===== src/rtl/uart_tx_core_if.sv =====
// Host-side bundle for the UART transmitter: bit-rate enable, word, request,
// and the serial line plus end-of-frame pulse.
interface uart_tx_core_if #(
  parameter int unsigned WIDTH_WORD_TX = 8
);
  logic                     s_tick;
  logic [WIDTH_WORD_TX-1:0] din;
  logic                     tx_start;
  logic                     tx;
  logic                     tx_done_tick;

  // Host / baud generator side drives the request and tick, sees the line.
  modport master (
    output s_tick,
    output din,
    output tx_start,
    input  tx,
    input  tx_done_tick
  );

  // Transmitter side.
  modport slave (
    input  s_tick,
    input  din,
    input  tx_start,
    output tx,
    output tx_done_tick
  );
endinterface


===== src/rtl/uart_tx_core.sv =====
// UART serializer: start bit, WIDTH_WORD_TX data bits LSB first, then a stop
// period of CANT_BIT_STOP oversampling ticks. s_tick runs at 16x baud.
module uart_tx_core #(
  parameter int unsigned WIDTH_WORD_TX = 8,
  parameter int unsigned CANT_BIT_STOP = 16
) (
  input  logic           i_clk,
  input  logic           reset,
  uart_tx_core_if.slave  bus
);

  typedef enum logic [1:0] {StIdle, StStart, StData, StStop} state_e;

  // Tick counter must reach both 15 (one bit) and CANT_BIT_STOP-1 (stop time).
  localparam int unsigned SW = (CANT_BIT_STOP > 16) ? $clog2(CANT_BIT_STOP) : 4;
  localparam int unsigned NW = (WIDTH_WORD_TX > 1) ? $clog2(WIDTH_WORD_TX) : 1;

  localparam logic [SW-1:0] BitLast  = SW'(15);
  localparam logic [SW-1:0] StopLast = SW'(CANT_BIT_STOP - 1);
  localparam logic [NW-1:0] NLast    = NW'(WIDTH_WORD_TX - 1);

  state_e                   state_q;
  logic [SW-1:0]            s_q;
  logic [NW-1:0]            n_q;
  logic [WIDTH_WORD_TX-1:0] b_q;
  logic                     tx_q;

  logic bit_end;
  logic stop_end;

  // Last tick of a 16-tick bit cell, and of the stop period.
  assign bit_end  = bus.s_tick && (s_q == BitLast);
  assign stop_end = bus.s_tick && (s_q == StopLast);

  // Frame sequencer; the line level is registered from the current state so
  // it lags the state by one clock.
  always_ff @(posedge i_clk) begin
    if (reset) begin
      state_q <= StIdle;
      s_q     <= '0;
      n_q     <= '0;
      b_q     <= '0;
      tx_q    <= 1'b1;
    end else begin
      case (state_q)
        StIdle: begin
          tx_q <= 1'b1;
          if (bus.tx_start) begin
            b_q     <= bus.din;
            s_q     <= '0;
            state_q <= StStart;
          end
        end
        StStart: begin
          tx_q <= 1'b0;
          if (bit_end) begin
            s_q     <= '0;
            n_q     <= '0;
            state_q <= StData;
          end else if (bus.s_tick) begin
            s_q <= s_q + 1'b1;
          end
        end
        StData: begin
          tx_q <= b_q[0];
          if (bit_end) begin
            s_q <= '0;
            b_q <= b_q >> 1;
            if (n_q == NLast) begin
              state_q <= StStop;
            end else begin
              n_q <= n_q + 1'b1;
            end
          end else if (bus.s_tick) begin
            s_q <= s_q + 1'b1;
          end
        end
        StStop: begin
          tx_q <= 1'b1;
          if (stop_end) begin
            state_q <= StIdle;
          end else if (bus.s_tick) begin
            s_q <= s_q + 1'b1;
          end
        end
        default: begin
          tx_q    <= 1'b1;
          state_q <= StIdle;
        end
      endcase
    end
  end

  assign bus.tx           = tx_q;
  // Done fires on the final stop tick, in the same clock the FSM leaves StStop.
  assign bus.tx_done_tick = (state_q == StStop) && stop_end;

endmodule


===== src/flat_wrapper.sv =====
// flat-port wrapper written by rule: the top's interface ports become plain ports
module uart_tx_core_flat 
#(
  parameter int unsigned WIDTH_WORD_TX = 8,
  parameter int unsigned CANT_BIT_STOP = 16
)
  (i_clk, reset, bus_s_tick, bus_din, bus_tx_start, bus_tx, bus_tx_done_tick);
  uart_tx_core_if #(.WIDTH_WORD_TX(WIDTH_WORD_TX)) bus_i ();
  input  logic i_clk;
  input  logic reset;
  input wire logic [$bits(bus_i.s_tick)-1:0] bus_s_tick;
  input wire logic [$bits(bus_i.din)-1:0] bus_din;
  input wire logic [$bits(bus_i.tx_start)-1:0] bus_tx_start;
  output wire logic [$bits(bus_i.tx)-1:0] bus_tx;
  output wire logic [$bits(bus_i.tx_done_tick)-1:0] bus_tx_done_tick;
  assign bus_i.s_tick = bus_s_tick;
  assign bus_i.din = bus_din;
  assign bus_i.tx_start = bus_tx_start;
  assign bus_tx = bus_i.tx;
  assign bus_tx_done_tick = bus_i.tx_done_tick;
  uart_tx_core #(.WIDTH_WORD_TX(WIDTH_WORD_TX), .CANT_BIT_STOP(CANT_BIT_STOP)) u_core (.i_clk(i_clk), .reset(reset), .bus(bus_i));
endmodule

===== config.mk =====
export PLATFORM = sky130hd
export DESIGN_NAME = uart_tx_core_flat
export DESIGN_NICKNAME = d
export VERILOG_FILES = /design/src/rtl/uart_tx_core_if.sv /design/src/rtl/uart_tx_core.sv /design/src/flat_wrapper.sv
export SDC_FILE = /design/constraint.sdc
export NUM_CORES = 1
export LEC_CHECK = 0
export CORE_MARGIN = 2
export CORE_UTILIZATION = 57
export CTS_CLUSTER_DIAMETER = 120
export CTS_CLUSTER_SIZE = 10
export DETAILED_ROUTE_END_ITERATION = 10
export PLACE_DENSITY = 0.83
export SYNTH_ARGS = -nofsm -noshare
export SYNTH_HDL_FRONTEND = slang
export SYNTH_SLANG_ARGS = --single-unit

===== constraint.sdc =====
create_clock -name i_clk -period 4.3 [get_ports i_clk]
set_clock_uncertainty 0.05 [all_clocks]
set_input_delay 0.43 -clock i_clk [delete_from_list [all_inputs] [get_ports i_clk]]
set_output_delay 0.43 -clock i_clk [all_outputs]
set_load 0.005 [all_outputs]

# == After elaboration in Yosys (flattened, before gate mapping) ==
# Index checks and enable logic that the tools add are counted.
# word_totals
wordCells,49
out_inout_bits,2
reg_bits,18
inputBits,12
# op_classes
reduce_logical,11
addsub,2
n_eq_ne,12
muxes,19
# ops
operator,count
$mux 4,4
$mux 8,2
$pmux 8 s2,1
$pmux 4 s3,1
$mux 2,5
$mux 3,3
$ne 2x1->1 const B,4
$pmux 2 s4,1
$ne 2x2->1 const B,3
$pmux 3 s2,1
$reduce_and 5->1,1
$add 4x1->4 const B,1
$eq 2x2->1 const B,2
$eq 4x4->1 const B,1
$reduce_and 4->1,1
$reduce_bool 2->1,2
$reduce_or 2->1,2
$add 3x1->3 const B,1
$eq 3x3->1 const B,1
$pmux 1 s3,1
$reduce_and 3->1,1
$eq 2x1->1 const B,1
$logic_and 1x1->1,2
$logic_not 2->1,1
$reduce_and 2->1,1

# == Logic depth before layout (Yosys ltp) ==
# Gate-level depths: netlist of the first run.
# logic_depth
word_depth,4
ltp_mapped,8
ltp_nobuf,6

# == Least setup slack after synthesis of the first run ==
# Ideal clock, no wire load.
# synth_path
path_type,reg2reg
start,reg u_core.state_q[0]
end,reg u_core.b_q[1]
required_time_ns,4.171
period_less_slack_ns,1.633
path_buffers,1
stages_incl_launch_ff,8
setup_ns,0.079
arrival_time_ns,1.504
path_slack_ns,2.667
path_cell_list,dfxtp_1 > inv_1 > ha_1 > nor2b_1 > a211oi_4 > buf_6 > nor2_1 > a211oi_2
# synth_via
elab_chain_len,3
elab_cells_between_ends,7
classes_between,eq/ne (3); mux (1); reduce/logical (3)
# synth_lines
element,line,rtl
"start, declared",uart_tx_core.sv:22,state_e state_q;
"start signal, assigned",uart_tx_core.sv:39,state_q <= StIdle;
"start signal, assigned",uart_tx_core.sv:51,state_q <= StStart;
"start signal, assigned",uart_tx_core.sv:59,state_q <= StData;
$eq 2x2->1 or $logic_not 2->1 (tied branches),uart_tx_core.sv:45,case (state_q)
"$ne 2x1->1 (no line), or another cell as far along",--,
$reduce_and 3->1 (no line),--,
"end signal, assigned",uart_tx_core.sv:49,b_q <= bus.din;
"end signal, assigned",uart_tx_core.sv:68,b_q <= b_q >> 1;
"end, declared",uart_tx_core.sv:25,logic [WIDTH_WORD_TX-1:0] b_q;
# Several ways; a longest one is shown, not always the timed one.
# A chain may end at the register's enable or synchronous reset.

# == Worst setup path after layout of the first run ==
# Ends and elaborated chain as after synthesis.

==> metrics.txt, run 1 <==
CP cell instances=inv_1 -> ha_1 -> nor2_1 -> a211oi_4 -> nor2_1 -> a211oi_2; minimum clock period=2.43 ns; global-route wire length before repair=3.08 mm; dpl cell area=1150 um2; arrival time worst endpoint=2.60 ns; IO Count=14; CP max stage delay=0.71 ns; Row Count=15; # fillers=140; WL/cell=13.1 um; sequential element share of the synthesized area=0.352; leading area contributor after synthesis=dfxtp_1; most frequent cells after synthesis=dfxtp_1, nor2_1, mux2i_1, a21oi_1, ha_1; Reg area=360 um2; Cell variety after synth=33; final wirelength=1.91 mm; nature of the critical path startpoint=register; Fin Setup TNS=0 ns; Post-CTS Hold Fix Bufs=0; CP Data Required Time=4.47 ns; GRT Total Usage=0.204; Fin. Hold Viols=0; P per Cell Area=569 nW/um2; Detailed Routing Iterations Pass 1=4; CTS sink cnt=18; synth warn=0; clock share of power=0.157; initial antenna violation count=0; Overflow after GRT=0; Port Buffers=13; Internal=0.410 mW; logic gate share of total power=0.493; Static Leak=0.445 nW; top cells by area, synth=dfxtp_1, ha_1, mux2i_1; slowest CP cell=ha_1; DR iter-0 viols=22; final core utilization=0.697; Placeable Area=1710 um2; Longest Clk Path Bufs=2; fmax=411 MHz; top cell family by delay on the critical path=compound AO/OA/AOI/OAI gates; Die Area=2150 um2; unrepaired setup endpoints after global routing=false; max-cap viol count=0; Initial Util=0.599; Detail Placement HPWL=1.42 mm; mapped cell area=1020 um2; VDD IR max=342 uV; sw frac=0.395; switching power of the nets=0.268 mW; nets=142; most frequent cell after synthesis=dfxtp_1; Finish-stage setup viols=0; Die X=46.4 um; post-cts repair resize count=0; clock root cell=clkbuf_4; crit end category=register; net count after synthesis=129; largest net degree at the start of global routing=20; number of global-route vias before repair=754; ys flop type=dfxtp_1; post-synth top area share=0.352; status=completed; maximum fanout along the worst path=19; clock slew at reported path FFs=0.11 ns; DRC viols=0; syn avg cell area=9.39 um2; drt via density=5.58; TritonCTS Buffers=3; CTS tree=done; placer congestion estimate=0.817; multi-input logic area=622 um2; sequential power share=0.350; layout cells sized above 1=0.107; worst slew pin tran=0.831 ns; Seq cells post-synth=18; CP dominant cell by count=nor2_1; Die Ht=46.4 um; Area Growth Syn to Fin=16.4%; Post-DRT Antenna Nets=0; worst relative slew slack=0.446; Finished Cell Area=1190 um2; CP bufs+invs=1; Clock H-tree levels=1; # Post-CTS Setup Buffers=0; Async S/R FF share, synth=0; Tightest Hold Check Type=register to register; n_diodes=0; vias=815; EDFF count, synth=0; worst-skew pair later-pin latency=0.30 ns; Post-Synthesis Cells=109; critical path class=register to register; fin. max-slew vios=0; crit share post-route=0.566
==> cell families after synthesis <==
family                   Yosys count  share of synthesized area
AND/OR/NAND/NOR                   33                      0.171
AO/OA/AOI/OAI                     31                      0.234
flip-flops                        18                      0.352
multiplexers                       9                     0.0880
buffers and inverters              8                     0.0403
adder cells (fa/ha/maj)            8                     0.0978
XOR/XNOR                           2                     0.0171
==> layout by cell type (no fill, tap or decap), drive strengths merged <==
cell,count
nand2,5
ha,8
inv,3
xnor2,1
xor2,1
o21ai,3
mux2i,9
o211ai,2
or2,1
nand3,3
nor2b,1
nand2b,5
clkdlybuf4s50,13
nor2,14
a21o,1
clkbuf,4
o211a,1
a32o,1
nand3b,1
dfxtp,18
a31oi,2
a31o,1
a21oi,8
o21a,1
o21bai,1
nand4,2
and4,1
a211oi,9
a311oi,1
==> worst reg2reg max path, stage by stage (launching register included) <==
cell	delay, ns
dfxtp_1	0.37
inv_1	0.10
ha_1	0.71
nor2_1	0.22
a211oi_4	0.58
nor2_1	0.12
a211oi_2	0.21
==> power by group through the flow <==
stage	Clock [mW]	Combinational (mW)	Sequential (mW)
floorplan	0	0.283	0.235
global placement	0	0.320	0.239
detailed placement	0	0.333	0.241
finish	0.106	0.334	0.237
global route	0.114	0.369	0.241
CTS	0.108	0.335	0.237
==> stage by stage <==
stage | hold slack, ns | setup WS, ns | total power, mW | std cells
after CTS | 0.415 | 1.85 | 0.680 | 146
after global routing | 0.447 | 1.63 | 0.724 | 146
final | 0.414 | 1.87 | 0.678 | 146
after floorplan | 0.386 | 2.67 | 0.518 | 109
after detailed placement | 0.401 | 1.88 | 0.574 | 142
after global placement | 0.397 | 1.97 | 0.558 | 142
==> final cells by class <==
cell class,instances,share of cell area
clock buffers,4,0.0305
inverters,3,0.00945
flip-flops and latches,18,0.303
multi-input cells,83,0.522
well taps,25,0.0263
repair buffers,13,0.109
==> sequential cells by signal, indices dropped and copies added, names as in the netlist <==
name / flops
u_core.state_q: 2
u_core.n_q: 3
u_core.bus.tx: 1
u_core.s_q: 4
u_core.b_q: 8
==> final timing paths <==
check / startpoint / endpoint / slack, ns / depth (start not counted)
min: u_core.n_q[1]$_SDFFE_PP0P_ / u_core.n_q[1]$_SDFFE_PP0P_ / 0.41 / 2
max reg2reg: u_core.state_q[0]$_SDFFE_PP0P_ / u_core.b_q[1]$_SDFFE_PP0P_ / 1.87 / 6
min reg2reg: u_core.n_q[1]$_SDFFE_PP0P_ / u_core.n_q[1]$_SDFFE_PP0P_ / 0.41 / 2
max: u_core.state_q[0]$_SDFFE_PP0P_ / u_core.b_q[1]$_SDFFE_PP0P_ / 1.87 / 6
==> routing by layer <==
layer	GRT usage	vias up	routed length (um)
li1	-	424	-
met1	0.249	367	848
met2	0.344	19	967
met3	0.0353	5	59
met4	0.0914	0	38
met5	0	-	0
Note: power is estimated with default switching activity, not from simulation.
==> run 2, diff against run 1 <==
--- a/config.mk
+++ b/config.mk
@@ -6,11 +6,11 @@
 export NUM_CORES = 1
 export LEC_CHECK = 0
 export CORE_MARGIN = 2
-export CORE_UTILIZATION = 57
+export CORE_UTILIZATION = 48
 export CTS_CLUSTER_DIAMETER = 120
 export CTS_CLUSTER_SIZE = 10
 export DETAILED_ROUTE_END_ITERATION = 10
-export PLACE_DENSITY = 0.83
+export PLACE_DENSITY = 0.74
 export SYNTH_ARGS = -nofsm -noshare
 export SYNTH_HDL_FRONTEND = slang
 export SYNTH_SLANG_ARGS = --single-unit
==> constraint.sdc (replaced) <==
create_clock -name i_clk -period 2.2 [get_ports i_clk]
set_clock_uncertainty 0.05 [all_clocks]
set_input_delay 0.22 -clock i_clk [delete_from_list [all_inputs] [get_ports i_clk]]
set_output_delay 0.22 -clock i_clk [all_outputs]
set_load 0.005 [all_outputs]
==> run 2 against run 1 <==
Net effect: final cell count rose by 2.7%; non-clock buffer count is 3 higher; largest cell class unchanged; critical endpoint is now bus_tx_done_tick; sequential power is 97% higher; highest routed layer unchanged; register-to-register slack got worse by 1.6 ns; hold slack improved by 0.0047 ns; largest power group unchanged; first-iteration DRC count decreased by 64%; flip-flop and latch count unchanged.
==> metrics.txt, run 2 (same netlist as run 1, synthesis figures left out) <==
status=completed; Finish-stage setup viols=0 (unchanged); Detailed Routing Iterations Pass 1=4 (unchanged); setup ws final=0.203 ns (-1.66 ns); sw frac=0.396 (+0.000864); CP startpoint=u_core.s_q[0]$_SDFFE_PP0P_; GRT Total Usage=0.180 (-0.0237); Hold Crit Start=u_core.n_q[1]$_SDFFE_PP0P_; Port Buffers=13 (unchanged); worst-skew pair later-pin latency=0.28 ns (-0.02 ns); Static Leak=0.450 nW (+1.1%); WL/cell=13.1 um (about the same); most frequent cells in the layout=dfxtp_1, nor2_1, clkdlybuf4s50_1; Placeable Area=1980 um2 (+16%); clock share of power=0.122 (-0.035); clock root cell=clkbuf_4; worst relative slew slack=0.712 (+0.267); IO Count=14 (unchanged); Tightest Hold Check Type=register to register; initial antenna violation count=0 (unchanged); CP bufs+invs=1 (unchanged); drt via density=5.45 (-2.3%); fmax=501 MHz; maximum fanout along the worst path=6 (-13); Initial Util=0.516 (-0.0829); layout cells sized above 1=0.130 (+0.0226); Reg2Reg Capture Point=u_core.b_q[4]$_SDFFE_PP0P_; Row Count=16 (+1); crit share post-route=0.908; slowest CP cell=clkdlybuf4s50_1; setup slack at placement=0.263 ns (-1.62 ns); flop-to-flop setup slack=0.30 ns (-1.57 ns); placer congestion estimate=0.774 (-5.3%); Biggest register=u_core.b_q; # Post-CTS Setup Buffers=0 (unchanged); Overflow after GRT=0 (unchanged); Fin. Hold Viols=0 (unchanged); nets=145 (+2.1%); largest net degree at the start of global routing=18 (-10%); vias=818 (+0.37%); hold slack=0.419 ns (+0.00474 ns); worst slew pin tran=0.431 ns (-0.401 ns); largest registers=u_core.b_q (8), u_core.s_q (4), u_core.n_q (3); n_diodes=0 (unchanged); crit end category=primary output; logic gate share of total power=0.521 (+0.028); WP depth=4 (-2); Area Growth Syn to Fin=17.7%; clock slew at reported path FFs=0.09 ns (-0.02 ns); CP Data Required Time=1.93 ns (-2.54 ns); number of global-route vias before repair=843 (+12%); CP max stage delay=0.50 ns (-0.21 ns); arrival time worst endpoint=1.73 ns (-0.87 ns); max reg flops=8 (unchanged); max-cap viol count=0 (unchanged); unrepaired setup endpoints after global routing=false; DRC viols=0 (unchanged); sequential power share=0.357 (+0.007); Fin Setup TNS=0 ns (unchanged); CP endpoint=bus_tx_done_tick; P per Cell Area=1080 nW/um2 (+91%); TritonCTS Buffers=3 (unchanged); CTS sink cnt=18 (unchanged); Post-DRT Antenna Nets=0 (unchanged); CTS tree=done; Die X=50.2 um (+8.2%); minimum clock period=2.00 ns; final wirelength=1.97 mm (+2.8%); critical path class=register to primary output; Detail Placement HPWL=1.50 mm (+5.7%); VDD IR max=636 uV (+86%); Clock H-tree levels=1 (unchanged); R2R cell count=7 (+1); placed insts=147 (+3.5%); Internal=0.790 mW (+92%); switching power of the nets=0.517 mW (+93%); CP cell instances=ha_2 -> nand4_4 -> nor2_1 -> clkdlybuf4s50_1; commonest non-fill, non-tap cell in the layout=dfxtp_1; global-route wire length before repair=3.48 mm (+13%); DR iter-0 viols=8 (-64%); FF-to-FF Start=u_core.state_q[0]$_SDFFE_PP0P_; Longest Clk Path Bufs=2 (unchanged); Die Area=2520 um2 (+17%); Final Instance Count excl. Fillers=150 (+2.7%); fin. max-slew vios=0 (unchanged); Die Ht=50.2 um (+8.2%); top cell family by delay on the critical path=buffers and inverters; nature of the critical path startpoint=register
run 2: cell types whose count changed in the layout (fill, tap and decap cells not counted):
cell,before,now
buf_4,0,3
clkbuf_8,1,0
ha_1,8,7
ha_2,0,1
run 2: cell type report:
| class | instances | area, um2 |
|---|---|---|
| Fill cell | 177 | 777 |
| Multi-Input combinational cell | 83 | 624 |
| Sequential cell | 18 | 360 |
| Timing Repair Buffer | 16 | 153 |
| Tap cell | 27 | 33.8 |
| Clock buffer | 3 | 22.5 |
| Inverter | 3 | 11.3 |
run 2: repair_timing:
| action | CTS | global route |
|---|---|---|
| gates resized for setup | 0 | 1 |
| hold buffers | 0 | 0 |
| endpoints found under the setup margin | 0 | 1 |
run 2: worst min path at each step:
stage	end	cells past startpoint
floorplan	u_core.s_q[2]$_SDFFE_PP0P_	1
global placement	u_core.n_q[2]$_SDFFE_PP0P_	2
detailed placement	u_core.n_q[2]$_SDFFE_PP0P_	2
CTS	u_core.n_q[1]$_SDFFE_PP0P_	2
global route	u_core.n_q[1]$_SDFFE_PP0P_	2
finish	u_core.n_q[1]$_SDFFE_PP0P_	2
run 2: power by group through the flow:
stage	Combinational [mW]	Sequential (mW)	Clock, mW
after floorplan	0.553	0.460	0
after global placement	0.664	0.468	0
after detailed placement	0.681	0.475	0
after CTS	0.688	0.467	0.168
after global routing	0.765	0.478	0.188
final	0.681	0.467	0.159
run 2: per-layer routing:
metal	share of wire	wire [um]	track usage
met3	0.028	55	0.0268
met1	0.44	863	0.205
met2	0.52	1020	0.322
met5	0	0	0
met4	0.015	29	0.0926
run 2: worst register-to-register path: cells and delay by family, from the launching register on:
kind / cells / cell delay [ns]
adders and majority gates: 1 / 0.41
AOI/OAI and AO/OA: 2 / 0.44
and+or+nand+nor: 2 / 0.23
buffers and inverters: 2 / 0.32
DFF: 1 / 0.37
run 2: per-stage QoR:
stage,util,power (mW),instance area (um2)
floorplan,-,1.01,1020
global placement,0.595,1.13,1180
detailed placement,0.595,1.16,1180
CTS,0.607,1.32,1200
global route,0.608,1.43,1200
finish,0.608,1.31,1200
